`src/rtl/feistel_round_ctrl.sv`:
```
// Feistel round sequencer: loads a block, runs ROUNDS rounds through an external F, holds the unswapped result.
// Ports: CLK/RESET, IN_* upstream handshake, KEY_INDEX/F_R/F_OUT to key schedule and F, LEFT16/RIGHT16/OUT_* downstream, BUSY.
module feistel_round_ctrl #(
  parameter int ROUNDS = 16
) (
  input  logic        CLK,
  input  logic        RESET,
  input  logic        IN_VALID,
  output logic        IN_READY,
  input  logic        DECRYPT,
  input  logic [32:1] LEFT0,
  input  logic [32:1] RIGHT0,
  output logic [3:0]  KEY_INDEX,
  output logic [32:1] F_R,
  input  logic [32:1] F_OUT,
  output logic [32:1] LEFT16,
  output logic [32:1] RIGHT16,
  output logic        OUT_VALID,
  input  logic        OUT_READY,
  output logic        BUSY
);

  typedef enum logic [1:0] {
    IDLE  = 2'd0,
    ROUND = 2'd1,
    HOLD  = 2'd2
  } state_t;

  localparam logic [3:0] LAST = 4'(ROUNDS - 1);

  state_t      state_q, state_d;
  logic [32:1] l_q, l_d;
  logic [32:1] r_q, r_d;
  logic [3:0]  cnt_q, cnt_d;
  logic        mode_q, mode_d;

  always_ff @(posedge CLK) begin
    if (RESET) begin
      state_q <= IDLE;
      l_q     <= '0;
      r_q     <= '0;
      cnt_q   <= '0;
      mode_q  <= 1'b0;
    end else begin
      state_q <= state_d;
      l_q     <= l_d;
      r_q     <= r_d;
      cnt_q   <= cnt_d;
      mode_q  <= mode_d;
    end
  end

  always_comb begin
    state_d   = state_q;
    l_d       = l_q;
    r_d       = r_q;
    cnt_d     = cnt_q;
    mode_d    = mode_q;
    IN_READY  = 1'b0;
    OUT_VALID = 1'b0;
    BUSY      = 1'b0;
    KEY_INDEX = 4'd0;
    unique case (state_q)
      IDLE: begin
        IN_READY = 1'b1;
        if (IN_VALID) begin
          l_d     = LEFT0;
          r_d     = RIGHT0;
          mode_d  = DECRYPT;
          cnt_d   = 4'd0;
          state_d = ROUND;
        end
      end
      ROUND: begin
        BUSY      = 1'b1;
        KEY_INDEX = mode_q ? (LAST - cnt_q) : cnt_q;
        l_d       = r_q;
        r_d       = l_q ^ F_OUT;
        if (cnt_q == LAST) begin
          // wrap so cnt never leaves 0..ROUNDS-1
          cnt_d   = 4'd0;
          state_d = HOLD;
        end else begin
          cnt_d = cnt_q + 4'd1;
        end
      end
      HOLD: begin
        BUSY      = 1'b1;
        OUT_VALID = 1'b1;
        if (OUT_READY) state_d = IDLE;
      end
      default: state_d = IDLE;
    endcase
  end

  assign F_R     = r_q;
  assign LEFT16  = l_q;
  assign RIGHT16 = r_q;

endmodule

```
`config.mk`:
```
export PLATFORM = sky130hd
export DESIGN_NAME = feistel_round_ctrl
export DESIGN_NICKNAME = d
export VERILOG_FILES = /design/src/rtl/feistel_round_ctrl.sv
export SDC_FILE = /design/constraint.sdc
export NUM_CORES = 1
export LEC_CHECK = 0
export ABC_CLOCK_PERIOD_IN_PS = 2840
export BUFFER_PORTS_ARGS = -buffer_cell sky130_fd_sc_hd__buf_2
export CAP_MARGIN = 15
export CORE_MARGIN = 2
export CORE_UTILIZATION = 30
export CTS_CLUSTER_DIAMETER = 120
export CTS_CLUSTER_SIZE = 16
export DETAILED_ROUTE_END_ITERATION = 8
export SYNTH_ARGS = -nofsm -noshare
export SYNTH_HDL_FRONTEND = slang
export SYNTH_SLANG_ARGS = --single-unit
```
`constraint.sdc`:
```
create_clock -name CLK -period 2.84 [get_ports CLK]
set_clock_uncertainty 0.15 [all_clocks]
set_input_delay 0.568 -clock CLK [delete_from_list [all_inputs] [get_ports CLK]]
set_output_delay 0.568 -clock CLK [all_outputs]
set_load 0.1 [all_outputs]
```
==> impl_results.rst, run 1 <==
.. list-table::
   :header-rows: 1

   * - Metric
     - Value
   * - Via count of the first global-routing pass
     - 3,437
   * - Ranking of synthesized cells by area
     - sky130_fd_sc_hd__dfxtp_1, sky130_fd_sc_hd__mux2i_1, sky130_fd_sc_hd__buf_4
   * - Post-synthesis to final-layout area growth
     - 28.82%
   * - Adder-Cell Fraction of Synth Area
     - 0.01613
   * - Pre-antenna DRT Iters
     - 4
   * - Largest family of logic cells by synthesized area
     - compound AO/OA/AOI/OAI gates
   * - Status
     - finished clean
   * - Number of core rows
     - 41
   * - Area fraction in compound gates after synthesis
     - 0.1897
   * - Worst Hold Margin
     - 289.2 ps
   * - Crit Reg-Reg Startpoint
     - state_q[1]
   * - Hold Path Cell Cnt
     - 2
   * - Shortest clock period the worst path allows after layout
     - 2402 ps
   * - Mean instance size in the synthesized netlist
     - 8.792 um^2
   * - Worst path max stage delay
     - 500 ps
   * - Multiplexer fraction of the synthesized cell area
     - 0.09681
   * - Count of hold-fix buffers inserted at cts
     - 0
   * - Number of different library cells in the post-synthesis netlist
     - 28
   * - Nets@finish
     - 702
   * - Max-cap violations
     - 0
   * - Total number of vias
     - 3,575
   * - Hold Crit Endpoint
     - LEFT16[1]
   * - Final routed wire length divided by cell count
     - 12.58 um
   * - Max-slew violations
     - 0
   * - Per-cell via count in the routed design
     - 4.637
   * - Total setup buffers inserted after CTS
     - 0
   * - Critical path startpoint category
     - flip-flop
   * - CTS root buffer
     - sky130_fd_sc_hd__clkbuf_16
   * - Final worst path period share
     - 0.8457
   * - Clock edge transition at the registers on the reported setup and hold paths
     - 50 ps
   * - Hold WC Path Type
     - in -> reg
   * - Warning count from the yosys run
     - 0
   * - Share of layout cells above drive strength 1
     - 0.3790
   * - Number of failing setup endpoints in the final timing report
     - 0
   * - Quantity of gates resized following cts
     - 0
   * - CP Data Required Time
     - 2120 ps
   * - Final Hold Fails
     - 0
   * - Area of placed instances
     - 4730 um^2
   * - Final routed wirelength across all metal layers
     - 9.697 mm
   * - Peak Freq
     - 416.3 MHz
   * - Xor and xnor area share after synthesis
     - 0.08132
   * - Number of buffers created by CTS
     - 9
   * - Mapped Area
     - 3877 um^2
   * - Cells traversed along the worst timing path
     - inv_1 -> ha_1 -> buf_2
   * - IO buf count
     - 203
   * - Final core utilization
     - 0.3958
   * - Type of element capturing the critical path
     - output pin
   * - Global router's overall resource usage
     - 0.1388
   * - Final global-route overflow total
     - 0
   * - CP arrival
     - 1680 ps
   * - Launch instance of the worst min-delay path
     - RESET
   * - ANT nets after route
     - 0
   * - Wire length of the first global-routing pass
     - 16.19 mm
   * - RSZ-0062 raised after global routing
     - no
   * - Synthesized netlist cell count
     - 441
   * - DRC violations left
     - 0
   * - Worst flop-to-flop path endpoint
     - F_R[13]
   * - Post-route design area
     - 4995 um^2
   * - I/O pin count
     - 204
   * - Clock Latency Late Sink
     - 330 ps
   * - Cell taking the most area after synthesis
     - sky130_fd_sc_hd__dfxtp_1
   * - Final antenna diode count
     - 0
   * - Core ar.
     - 12,620 um^2
   * - Synthesis-stage register bit count
     - 71
   * - Sum of negative setup slack
     - 0 ps
   * - Routability cong.
     - 0.7676
   * - Maximum buffer depth of the clock tree
     - 2
   * - Slowest library cell on the worst path
     - sky130_fd_sc_hd__buf_2
   * - DP HPWL
     - 7.066 mm
   * - Net Count, Synth
     - 547
   * - Sequential fraction of the synthesis area
     - 0.3666
   * - Number of antenna violations at the first check in global routing
     - 0
   * - Largest net degree at the start of global routing
     - 53
   * - Die width
     - 117.7 um
   * - Rel. slew slack
     - 0.5847
   * - Sinks on Clock Net
     - 71
   * - Basic-gate share of the synthesized area counting and, or, nand and nor cells
     - 0.1278
   * - Worst Reg2Reg Path Length in Cells
     - 6
   * - Worst-path maximum fanout
     - 8
   * - Category of the critical setup timing path
     - reg -> out
   * - Effective utilization at floorplan
     - 0.3073
   * - Flop-to-flop setup slack
     - 740 ps
   * - Total Die Area
     - 13,850 um^2
   * - CTS tree
     - yes
   * - Slew @ Worst Pin
     - 623.0 ps
   * - Die height
     - 117.7 um
   * - Depth of the CTS H-tree
     - 3
   * - Number of DRC markers after the initial detailed-route iteration
     - 127
   * - Yosys top cell area share
     - 0.3666
==> per-layer routing <==
| layer | wire length, um | vias up | track usage | share of wire |
|---|---|---|---|---|
| met5 | 0 | - | 0 | 0 |
| met4 | 106 | 0 | 0.03840 | 0.011 |
| met3 | 703 | 9 | 0.04360 | 0.072 |
| met2 | 4601 | 129 | 0.2416 | 0.47 |
| met1 | 4285 | 1634 | 0.1641 | 0.44 |
| li1 | - | 1803 | - | - |
==> flip-flops by register name, summed over array words and instances (netlist names) <==
name	flops
F_R	32
LEFT16	32
cnt_q	4
mode_q	1
state_q	2
==> critical path: cells and delay by family, from the launching register on <==
kind,cells,cell delay [ps]
buf+inv,2,640
fa+ha+maj,1,380
flops,1,330
==> cell usage in the layout, fill, tap and decap left out, drive strengths merged, types with 2 or more instances in the layout <==
cell / instances
a211o: 32
a211oi: 32
a21oi: 36
and2: 4
buf: 211
clkbuf: 13
dfxtp: 71
ha: 5
inv: 3
mux2i: 36
nand2: 36
nand2b: 4
nand3: 2
nand4b: 4
nor2: 64
nor2b: 2
xnor2: 32
xor2: 4
==> final cells by class <==
type / count / area (um^2)
Multi-Input combinational cell: 300 / 2006
Sequential cell: 71 / 1421
Clock buffer: 13 / 260.3
Fill cell: 1319 / 7625
Inverter: 3 / 11.26
Timing Repair Buffer: 211 / 1076
Clock inverter: 1 / 5.005
Tap cell: 172 / 215.2
==> Yosys cell counts <==
library cell               number
sky130_fd_sc_hd__a211o_1       32
sky130_fd_sc_hd__a211oi_1      32
sky130_fd_sc_hd__a21oi_1       36
sky130_fd_sc_hd__a221oi_2       1
sky130_fd_sc_hd__a31oi_1        1
sky130_fd_sc_hd__a32oi_1        1
sky130_fd_sc_hd__and2_1         4
sky130_fd_sc_hd__and3_1         1
sky130_fd_sc_hd__buf_2          5
sky130_fd_sc_hd__buf_4         40
sky130_fd_sc_hd__buf_6          7
sky130_fd_sc_hd__clkbuf_1      15
sky130_fd_sc_hd__dfxtp_1       71
sky130_fd_sc_hd__ha_1           5
sky130_fd_sc_hd__inv_1          3
sky130_fd_sc_hd__mux2_2         1
sky130_fd_sc_hd__mux2i_1       35
sky130_fd_sc_hd__mux2i_2        1
sky130_fd_sc_hd__nand2_1       36
sky130_fd_sc_hd__nand2b_1       4
sky130_fd_sc_hd__nand3_1        2
sky130_fd_sc_hd__nand4b_1       4
sky130_fd_sc_hd__nor2_1        64
sky130_fd_sc_hd__nor2b_1        2
sky130_fd_sc_hd__o21ai_1        1
sky130_fd_sc_hd__or2_0          1
sky130_fd_sc_hd__xnor2_1       32
sky130_fd_sc_hd__xor2_1         4
==> metrics by stage <==
| stage | worst slack [ps] | instances |
|---|---|---|
| 2_1_floorplan | 358.7 | 441 |
| 3_3_place_gp | 833.4 | 757 |
| 3_5_place_dp | 734.8 | 757 |
| 4_1_cts | 413.5 | 771 |
| 5_1_grt | 331.4 | 771 |
| 6_report | 438.2 | 771 |
==> worst max-delay path by stage <==
stage | from | end | cells after the start | slack [ps]
CTS | state_q[1] | IN_READY | 3 | 410
detailed placement | state_q[1] | F_R[13] | 6 | 730
finish | state_q[1] | IN_READY | 3 | 440
global route | state_q[1] | IN_READY | 3 | 330
floorplan | state_q[0] | F_R[10] | 7 | 360
global placement | state_q[1] | IN_READY | 3 | 830
==> cell families (layout without fill, tap and decap cells) <==
family,after synthesis,after routing
and+or+nand+nor,118,118
AOI/OAI and AO/OA,104,104
DFF,71,71
buffers and inverters,70,228
muxes,37,37
xor gates and xnor gates,36,36
adders and majority gates,5,5
Power of run 1 is not shown: default switching activity piles up to over one toggle a cycle in this logic, so the estimate is an artifact.
==> run 2: changes to the inputs <==
ABC_AREA = 1   (was unset)
ABC_CLOCK_PERIOD_IN_PS = 2140   (was 2840)
clock period = 2.14 ns   (was 2.84 ns; I/O delays follow)
==> run 2 against run 1 <==
Flip-flop and latch count unchanged. Die area up 5.2%. Critical path type unchanged. Synthesized area up 5.4%.
==> impl_results.rst, run 2 <==
.. list-table::
   :header-rows: 1

   * - Metric
     - Value
   * - Routability cong.
     - 0.7984 (was 0.7676)
   * - Post-synth top flop
     - sky130_fd_sc_hd__dfxtp_1 (unchanged)
   * - Wire length of the first global-routing pass
     - 19.75 mm (was 16.19 mm)
   * - Final Hold Fails
     - 0 (unchanged)
   * - Shortest clock period the worst path allows after layout
     - 2079 ps
   * - Sum of negative setup slack
     - 0 ps (unchanged)
   * - Cells after DPL
     - 1,007 (was 757)
   * - Number of antenna violations at the first check in global routing
     - 0 (unchanged)
   * - Count of non-filler cells in the finished layout
     - 1,023 (was 771)
   * - Status
     - finished clean (unchanged)
   * - Max-slew violations
     - 0 (unchanged)
   * - Total Die Area
     - 14,570 um^2 (was 13,850 um^2)
   * - Clock Latency Late Sink
     - 340 ps (was 330 ps)
   * - Number of buffers created by CTS
     - 9 (unchanged)
   * - Hold WC Path Type
     - in -> reg (unchanged)
   * - Final antenna diode count
     - 0 (unchanged)
   * - CP Data Required Time
     - 1560 ps (was 2120 ps)
   * - CP arrival
     - 1500 ps (was 1680 ps)
   * - Clock edge transition at the registers on the reported setup and hold paths
     - 50 ps (about the same)
   * - Synthesized netlist cell count
     - 687 (was 441)
   * - Peak Freq
     - 481.1 MHz
   * - Warning count from the yosys run
     - 0 (unchanged)
   * - GR met1 Demand/Resource
     - 0.2149 (was 0.1641)
   * - Final routed wire length divided by cell count
     - 11.98 um (was 12.58 um)
   * - Depth of the CTS H-tree
     - 3 (unchanged)
   * - Mapped Area
     - 4085 um^2 (was 3877 um^2)
   * - Type of element capturing the critical path
     - output pin (unchanged)
   * - Count leader, synth
     - sky130_fd_sc_hd__nand2_1 (was sky130_fd_sc_hd__dfxtp_1)
   * - Number of enable flip-flop cells after synthesis
     - 0 (unchanged)
   * - Number of DRC markers after the initial detailed-route iteration
     - 251 (was 127)
   * - Number of failing setup endpoints in the final timing report
     - 0 (unchanged)
   * - RSZ-0062 raised after global routing
     - no (unchanged)
   * - Critical path startpoint category
     - flip-flop (unchanged)
   * - DRC violations left
     - 0 (unchanged)
   * - Rel. slew slack
     - 0.6618 (was 0.5847)
   * - Nets@finish
     - 948 (was 702)
   * - Yosys top cell area share
     - 0.3479 (was 0.3666)
   * - Total number of vias
     - 4,477 (was 3,575)
   * - Die height
     - 120.7 um (was 117.7 um)
   * - Met3 demand-to-capacity share in global routing
     - 0.04575 (was 0.04360)
   * - Worst-path maximum fanout
     - 8 (unchanged)
   * - Final worst path period share
     - 0.9713
   * - Core ar.
     - 13,300 um^2 (was 12,620 um^2)
   * - CTS tree
     - yes (unchanged)
   * - Share of layout cells above drive strength 1
     - 0.2810 (was 0.3790)
   * - Sequential fraction of the synthesis area
     - 0.3479 (was 0.3666)
   * - Max-cap violations
     - 0 (unchanged)
   * - Ranking of synthesized cells by area
     - sky130_fd_sc_hd__dfxtp_1, sky130_fd_sc_hd__nand2_1, sky130_fd_sc_hd__nor2_1 (was sky130_fd_sc_hd__dfxtp_1, sky130_fd_sc_hd__mux2i_1, sky130_fd_sc_hd__buf_4)
   * - Sinks on Clock Net
     - 71 (unchanged)
   * - I/O pin count
     - 204 (unchanged)
   * - Share of async-settable or async-resettable flops after synthesis
     - 0 (unchanged)
   * - Most common cell after layout, fill and taps aside
     - sky130_fd_sc_hd__nand2_1 (was sky130_fd_sc_hd__buf_2)
   * - Largest net degree at the start of global routing
     - 69 (was 53)
   * - IO buf count
     - 203 (unchanged)
   * - Met2 capacity usage during global routing
     - 0.2761 (was 0.2416)
   * - Peak-usage layer in the global routing report
     - met2 (unchanged)
   * - Count of hold-fix buffers inserted at cts
     - 0 (unchanged)
   * - Effective utilization at floorplan
     - 0.3073 (about the same)
   * - Commonest cells after routing, fill and taps aside
     - sky130_fd_sc_hd__nand2_1, sky130_fd_sc_hd__buf_2, sky130_fd_sc_hd__nor2_1 (was sky130_fd_sc_hd__buf_2, sky130_fd_sc_hd__dfxtp_1, sky130_fd_sc_hd__nor2_1)
   * - CTS root buffer
     - sky130_fd_sc_hd__clkbuf_16 (unchanged)
   * - Most frequent cells after synthesis
     - sky130_fd_sc_hd__nand2_1, sky130_fd_sc_hd__nor2_1, sky130_fd_sc_hd__dfxtp_1 (was sky130_fd_sc_hd__dfxtp_1, sky130_fd_sc_hd__nor2_1, sky130_fd_sc_hd__buf_4)
   * - Post-synthesis to final-layout area growth
     - 32.83% (was 28.82%)
   * - Final global-route overflow total
     - 0 (unchanged)
   * - Number of core rows
     - 42 (was 41)
   * - Die width
     - 120.7 um (was 117.7 um)
   * - Cell taking the most area after synthesis
     - sky130_fd_sc_hd__dfxtp_1 (unchanged)
   * - Maximum buffer depth of the clock tree
     - 2 (unchanged)
   * - Net Count, Synth
     - 793 (was 547)
   * - Slew @ Worst Pin
     - 510.9 ps (was 623.0 ps)
   * - Number of different library cells in the post-synthesis netlist
     - 16 (was 28)
   * - ANT nets after route
     - 0 (unchanged)
   * - Per-cell via count in the routed design
     - 4.376 (was 4.637)
   * - Final routed wirelength across all metal layers
     - 12.26 mm (was 9.697 mm)
   * - Pre-antenna DRT Iters
     - 4 (unchanged)
   * - Final core utilization
     - 0.4082 (was 0.3958)
   * - Global router's overall resource usage
     - 0.1702 (was 0.1388)
   * - DP HPWL
     - 8.608 mm (was 7.066 mm)
   * - Worst Hold Margin
     - 229.1 ps (was 289.2 ps)
   * - Category of the critical setup timing path
     - reg -> out (unchanged)
   * - Via count of the first global-routing pass
     - 4,080 (was 3,437)
   * - Synthesis-stage register bit count
     - 71 (unchanged)
   * - Mean instance size in the synthesized netlist
     - 5.946 um^2 (was 8.792 um^2)
==> run 2: changes by cell type in the layout (fill, tap and decap cells not counted), sizes merged, moves of 8 or more <==
cell,change
nand2,+273
nor2,+77
mux2i,-36
o21ai,+34
a211o,-32
a211oi,-32
xnor2,-28
inv,+8
==> run 2: area by class of cell <==
| cell class | count | area, um^2 |
|---|---|---|
| multi-input cells | 536 | 2211 |
| well taps | 176 | 220.2 |
| repair buffers | 213 | 1204 |
| inverters | 11 | 43.79 |
| clock inverters | 3 | 65.06 |
| clock buffers | 13 | 260.3 |
| fillers | 1441 | 7869 |
| flip-flops and latches | 71 | 1423 |
==> run 2: per-layer routing <==
metal  wire length [um]  up-vias
li1                   -     2393
met1               5728     1910
met2               5324      162
met3               1010       12
met4                197        0
met5                  0        -
==> run 2: logic make-up (layout without fill, tap and decap cells) <==
| logic type | Yosys count | count (layout) | share of synthesized area |
|---|---|---|---|
| and+or+nand+nor | 456 | 456 | 0.4214 |
| buffers and inverters | 80 | 240 | 0.1188 |
| DFF | 71 | 71 | 0.3479 |
| adders and majority gates | 5 | 5 | 0.01531 |
| AOI/OAI and AO/OA | 71 | 71 | 0.08790 |
| xor gates and xnor gates | 4 | 4 | 0.008575 |
==> run 2: worst paths after layout <==
kind / startpoint / endpoint / slack, ps / cells after the start
worst max register to register: state_q[0] / F_R[29] / 300 / 7
worst min-delay path: DECRYPT / mode_q / 230 / 3
worst max-delay path: state_q[1] / KEY_INDEX[3] / 60 / 6
worst min register to register: LEFT16[4] / LEFT16[4] / 340 / 2
==> run 2: worst max-delay path, stage by stage (launching register included) <==
cell and delay (ps):
sky130_fd_sc_hd__dfxtp_1 330, sky130_fd_sc_hd__inv_2 90, sky130_fd_sc_hd__ha_4 160, sky130_fd_sc_hd__inv_4 70, sky130_fd_sc_hd__buf_4 170, sky130_fd_sc_hd__nor2_2 150
sky130_fd_sc_hd__buf_12 190
==> run 2: what timing repair did <==
item | 4_1_cts | 5_1_grt
setup buffers | 0 | 0
pin swaps | 0 | 0
endpoints found under the setup margin | 1 | 1
resized for setup | 4 | 1
==> run 2: metrics by stage <==
step / worst slack, ps / instance area (um^2)
final: 61.45 / 5426
after global routing: 4.049 / 5426
after CTS: 1.648 / 5424
after detailed placement: 239.8 / 5085
after global placement: 287.3 / 5085
after floorplan: -139.1 / 4098
Power of run 2 is left out for the same reason.
==> run 3: changes to the inputs <==
CTS_BUF_LIST = sky130_fd_sc_hd__clkbuf_8   (was unset)
==> run 3 against run 2 <==
Critical path depth shrank 1. Maximum frequency rose by 3.0%. Critical path type unchanged. Largest cell class unchanged. Register-to-register slack about the same.
==> impl_results.rst, run 3 (same netlist as run 2, synthesis figures left out) <==
.. list-table::
   :header-rows: 1

   * - Metric
     - Value
   * - Status
     - finished clean (unchanged)
   * - Max-slew violations
     - 0 (unchanged)
   * - Category of the critical setup timing path
     - reg -> out (unchanged)
   * - Wire length of the first global-routing pass
     - 19.76 mm (was 19.75 mm)
   * - Depth of the CTS H-tree
     - 3 (unchanged)
   * - Type of element capturing the critical path
     - output pin (unchanged)
   * - Wire length on met1
     - 5.773 mm (was 5.728 mm)
   * - Post-synthesis to final-layout area growth
     - 30.35% (was 32.83%)
   * - Final core utilization
     - 0.4005 (was 0.4082)
   * - Nets@finish
     - 947 (was 948)
   * - Crit Reg-Reg Startpoint
     - state_q[0] (unchanged)
   * - CTS tree
     - yes (unchanged)
   * - Pre-antenna DRT Iters
     - 6 (was 4)
   * - DP HPWL
     - 8.608 mm (unchanged)
   * - CP Data Required Time
     - 1560 ps (about the same)
   * - Sinks on Clock Net
     - 71 (unchanged)
   * - Rel. slew slack
     - 0.6615 (was 0.6618)
   * - Worst-path maximum fanout
     - 15 (was 8)
   * - Number of buffers created by CTS
     - 9 (unchanged)
   * - Final Hold Fails
     - 0 (unchanged)
   * - Critical path startpoint category
     - flip-flop (unchanged)
   * - Combined area of the multi-input logic cells
     - 2216 um^2 (was 2211 um^2)
   * - Total Die Area
     - 14,570 um^2 (unchanged)
   * - Count of hold-fix buffers inserted at cts
     - 0 (unchanged)
   * - Die height
     - 120.7 um (unchanged)
   * - Commonest cells after routing, fill and taps aside
     - sky130_fd_sc_hd__nand2_1, sky130_fd_sc_hd__buf_2, sky130_fd_sc_hd__nor2_1 (unchanged)
   * - Core ar.
     - 13,300 um^2 (unchanged)
   * - Clock edge transition at the registers on the reported setup and hold paths
     - 70 ps (was 50 ps)
   * - Per-cell via count in the routed design
     - 4.366 (was 4.376)
   * - Effective utilization at floorplan
     - 0.3073 (unchanged)
   * - I/O pin count
     - 204 (unchanged)
   * - Final routed wire length divided by cell count
     - 12.01 um (was 11.98 um)
   * - ANT nets after route
     - 0 (unchanged)
   * - CTS root buffer
     - sky130_fd_sc_hd__clkbuf_8 (was sky130_fd_sc_hd__clkbuf_16)
   * - Global router's overall resource usage
     - 0.1702 (unchanged)
   * - Uppermost layer routed
     - met4 (unchanged)
   * - DRC violations left
     - 0 (unchanged)
   * - Max-cap violations
     - 0 (unchanged)
   * - IO buf count
     - 203 (unchanged)
   * - Shortest clock period the worst path allows after layout
     - 2018 ps (was 2079 ps)
   * - CP arrival
     - 1440 ps (was 1500 ps)
   * - Worst flop-to-flop path endpoint
     - F_R[29] (unchanged)
   * - Final global-route overflow total
     - 0 (unchanged)
   * - Largest net degree at the start of global routing
     - 69 (unchanged)
   * - Number of failing setup endpoints in the final timing report
     - 0 (unchanged)
   * - Via count of the first global-routing pass
     - 4,074 (was 4,080)
   * - Peak Freq
     - 495.5 MHz (was 481.1 MHz)
   * - Sum of met3 wire segment lengths after detailed routing
     - 972 um (was 1.010 mm)
   * - Number of antenna violations at the first check in global routing
     - 0 (unchanged)
   * - Fill cell count
     - 1,448 (was 1,441)
   * - Maximum buffer depth of the clock tree
     - 2 (unchanged)
   * - Hold WC Path Type
     - in -> reg (unchanged)
   * - Final antenna diode count
     - 0 (unchanged)
   * - CP Capture Point
     - KEY_INDEX[0] (was KEY_INDEX[3])
   * - Number of core rows
     - 42 (unchanged)
   * - Slew @ Worst Pin
     - 511.2 ps (was 510.9 ps)
   * - Die width
     - 120.7 um (unchanged)
   * - Met2 routed wirelength
     - 5.346 mm (was 5.324 mm)
   * - Clock Latency Late Sink
     - 370 ps (was 340 ps)
   * - Final routed wirelength across all metal layers
     - 12.27 mm (was 12.26 mm)
   * - Number of DRC markers after the initial detailed-route iteration
     - 251 (unchanged)
   * - Hold Path Cell Cnt
     - 3 (unchanged)
   * - Final worst path period share
     - 0.9431 (was 0.9713)
   * - Most common cell after layout, fill and taps aside
     - sky130_fd_sc_hd__nand2_1 (unchanged)
   * - Total setup buffers inserted after CTS
     - 0 (unchanged)
   * - Worst setup path start
     - state_q[1] (unchanged)
   * - RSZ-0062 raised after global routing
     - no (unchanged)
   * - Total number of vias
     - 4,462 (was 4,477)
   * - Worst Reg2Reg Path Length in Cells
     - 7 (unchanged)
   * - Flop-to-flop setup slack
     - 300 ps (about the same)
   * - Routability cong.
     - 0.7984 (unchanged)
   * - FF/Latch Area
     - 1423 um^2 (unchanged)
   * - Share of layout cells above drive strength 1
     - 0.2801 (was 0.2810)
-- run 3: layout make-up --
class | instances | share of cell area
clock buffers | 11 | 0.02843
clock inverters | 5 | 0.01363
well taps | 176 | 0.04135
multi-input cells | 536 | 0.4161
repair buffers | 212 | 0.2251
flip-flops and latches | 71 | 0.2672
inverters | 11 | 0.008224
-- run 3: per-stage QoR --
step / area [um^2] / setup slack, ps / TNS (ps) / hold slack [ps] / instances
after detailed placement: 5085 / 239.8 / 0 / 337.4 / 1007
after global placement: 5085 / 287.3 / 0 / 335.5 / 1007
after CTS: 5325 / 0.3549 / 0 / 179.9 / 1023
after floorplan: 4098 / -139.1 / -556.5 / 331.7 / 687
final: 5325 / 121.7 / 0 / 204.3 / 1022
after global routing: 5325 / 49.76 / 0 / 200.0 / 1022
-- run 3: worst min path at each step --
stage	start	endpoint	slack [ps]
detailed placement	LEFT16[4]	LEFT16[4]	340
global placement	LEFT16[32]	LEFT16[32]	340
finish	DECRYPT	mode_q	200
CTS	DECRYPT	mode_q	180
floorplan	cnt_q[1]	cnt_q[1]	330
global route	DECRYPT	mode_q	200
-- run 3: worst max-delay path, stage by stage, from the launching register on --
cell                      delay [ps]
sky130_fd_sc_hd__dfxtp_1         340
sky130_fd_sc_hd__inv_2           100
sky130_fd_sc_hd__ha_4            160
sky130_fd_sc_hd__inv_4            90
sky130_fd_sc_hd__nor2_2          190
sky130_fd_sc_hd__buf_12          200
-- run 3: per-layer routing --
layer	global-route usage	vias up
met2	0.2768	160
met5	0	-
met1	0.2143	1905
li1	-	2386
met4	0.06541	0
met3	0.04575	11
-- run 3: what timing repair did --
| item | 4_1_cts | 5_1_grt |
|---|---|---|
| cloned | 0 | 0 |
| setup endpoints to repair | 2 | 2 |
| resized for setup | 5 | 2 |
| endpoints found under the hold margin | 0 | 0 |
Power of run 3 is left out for the same reason.
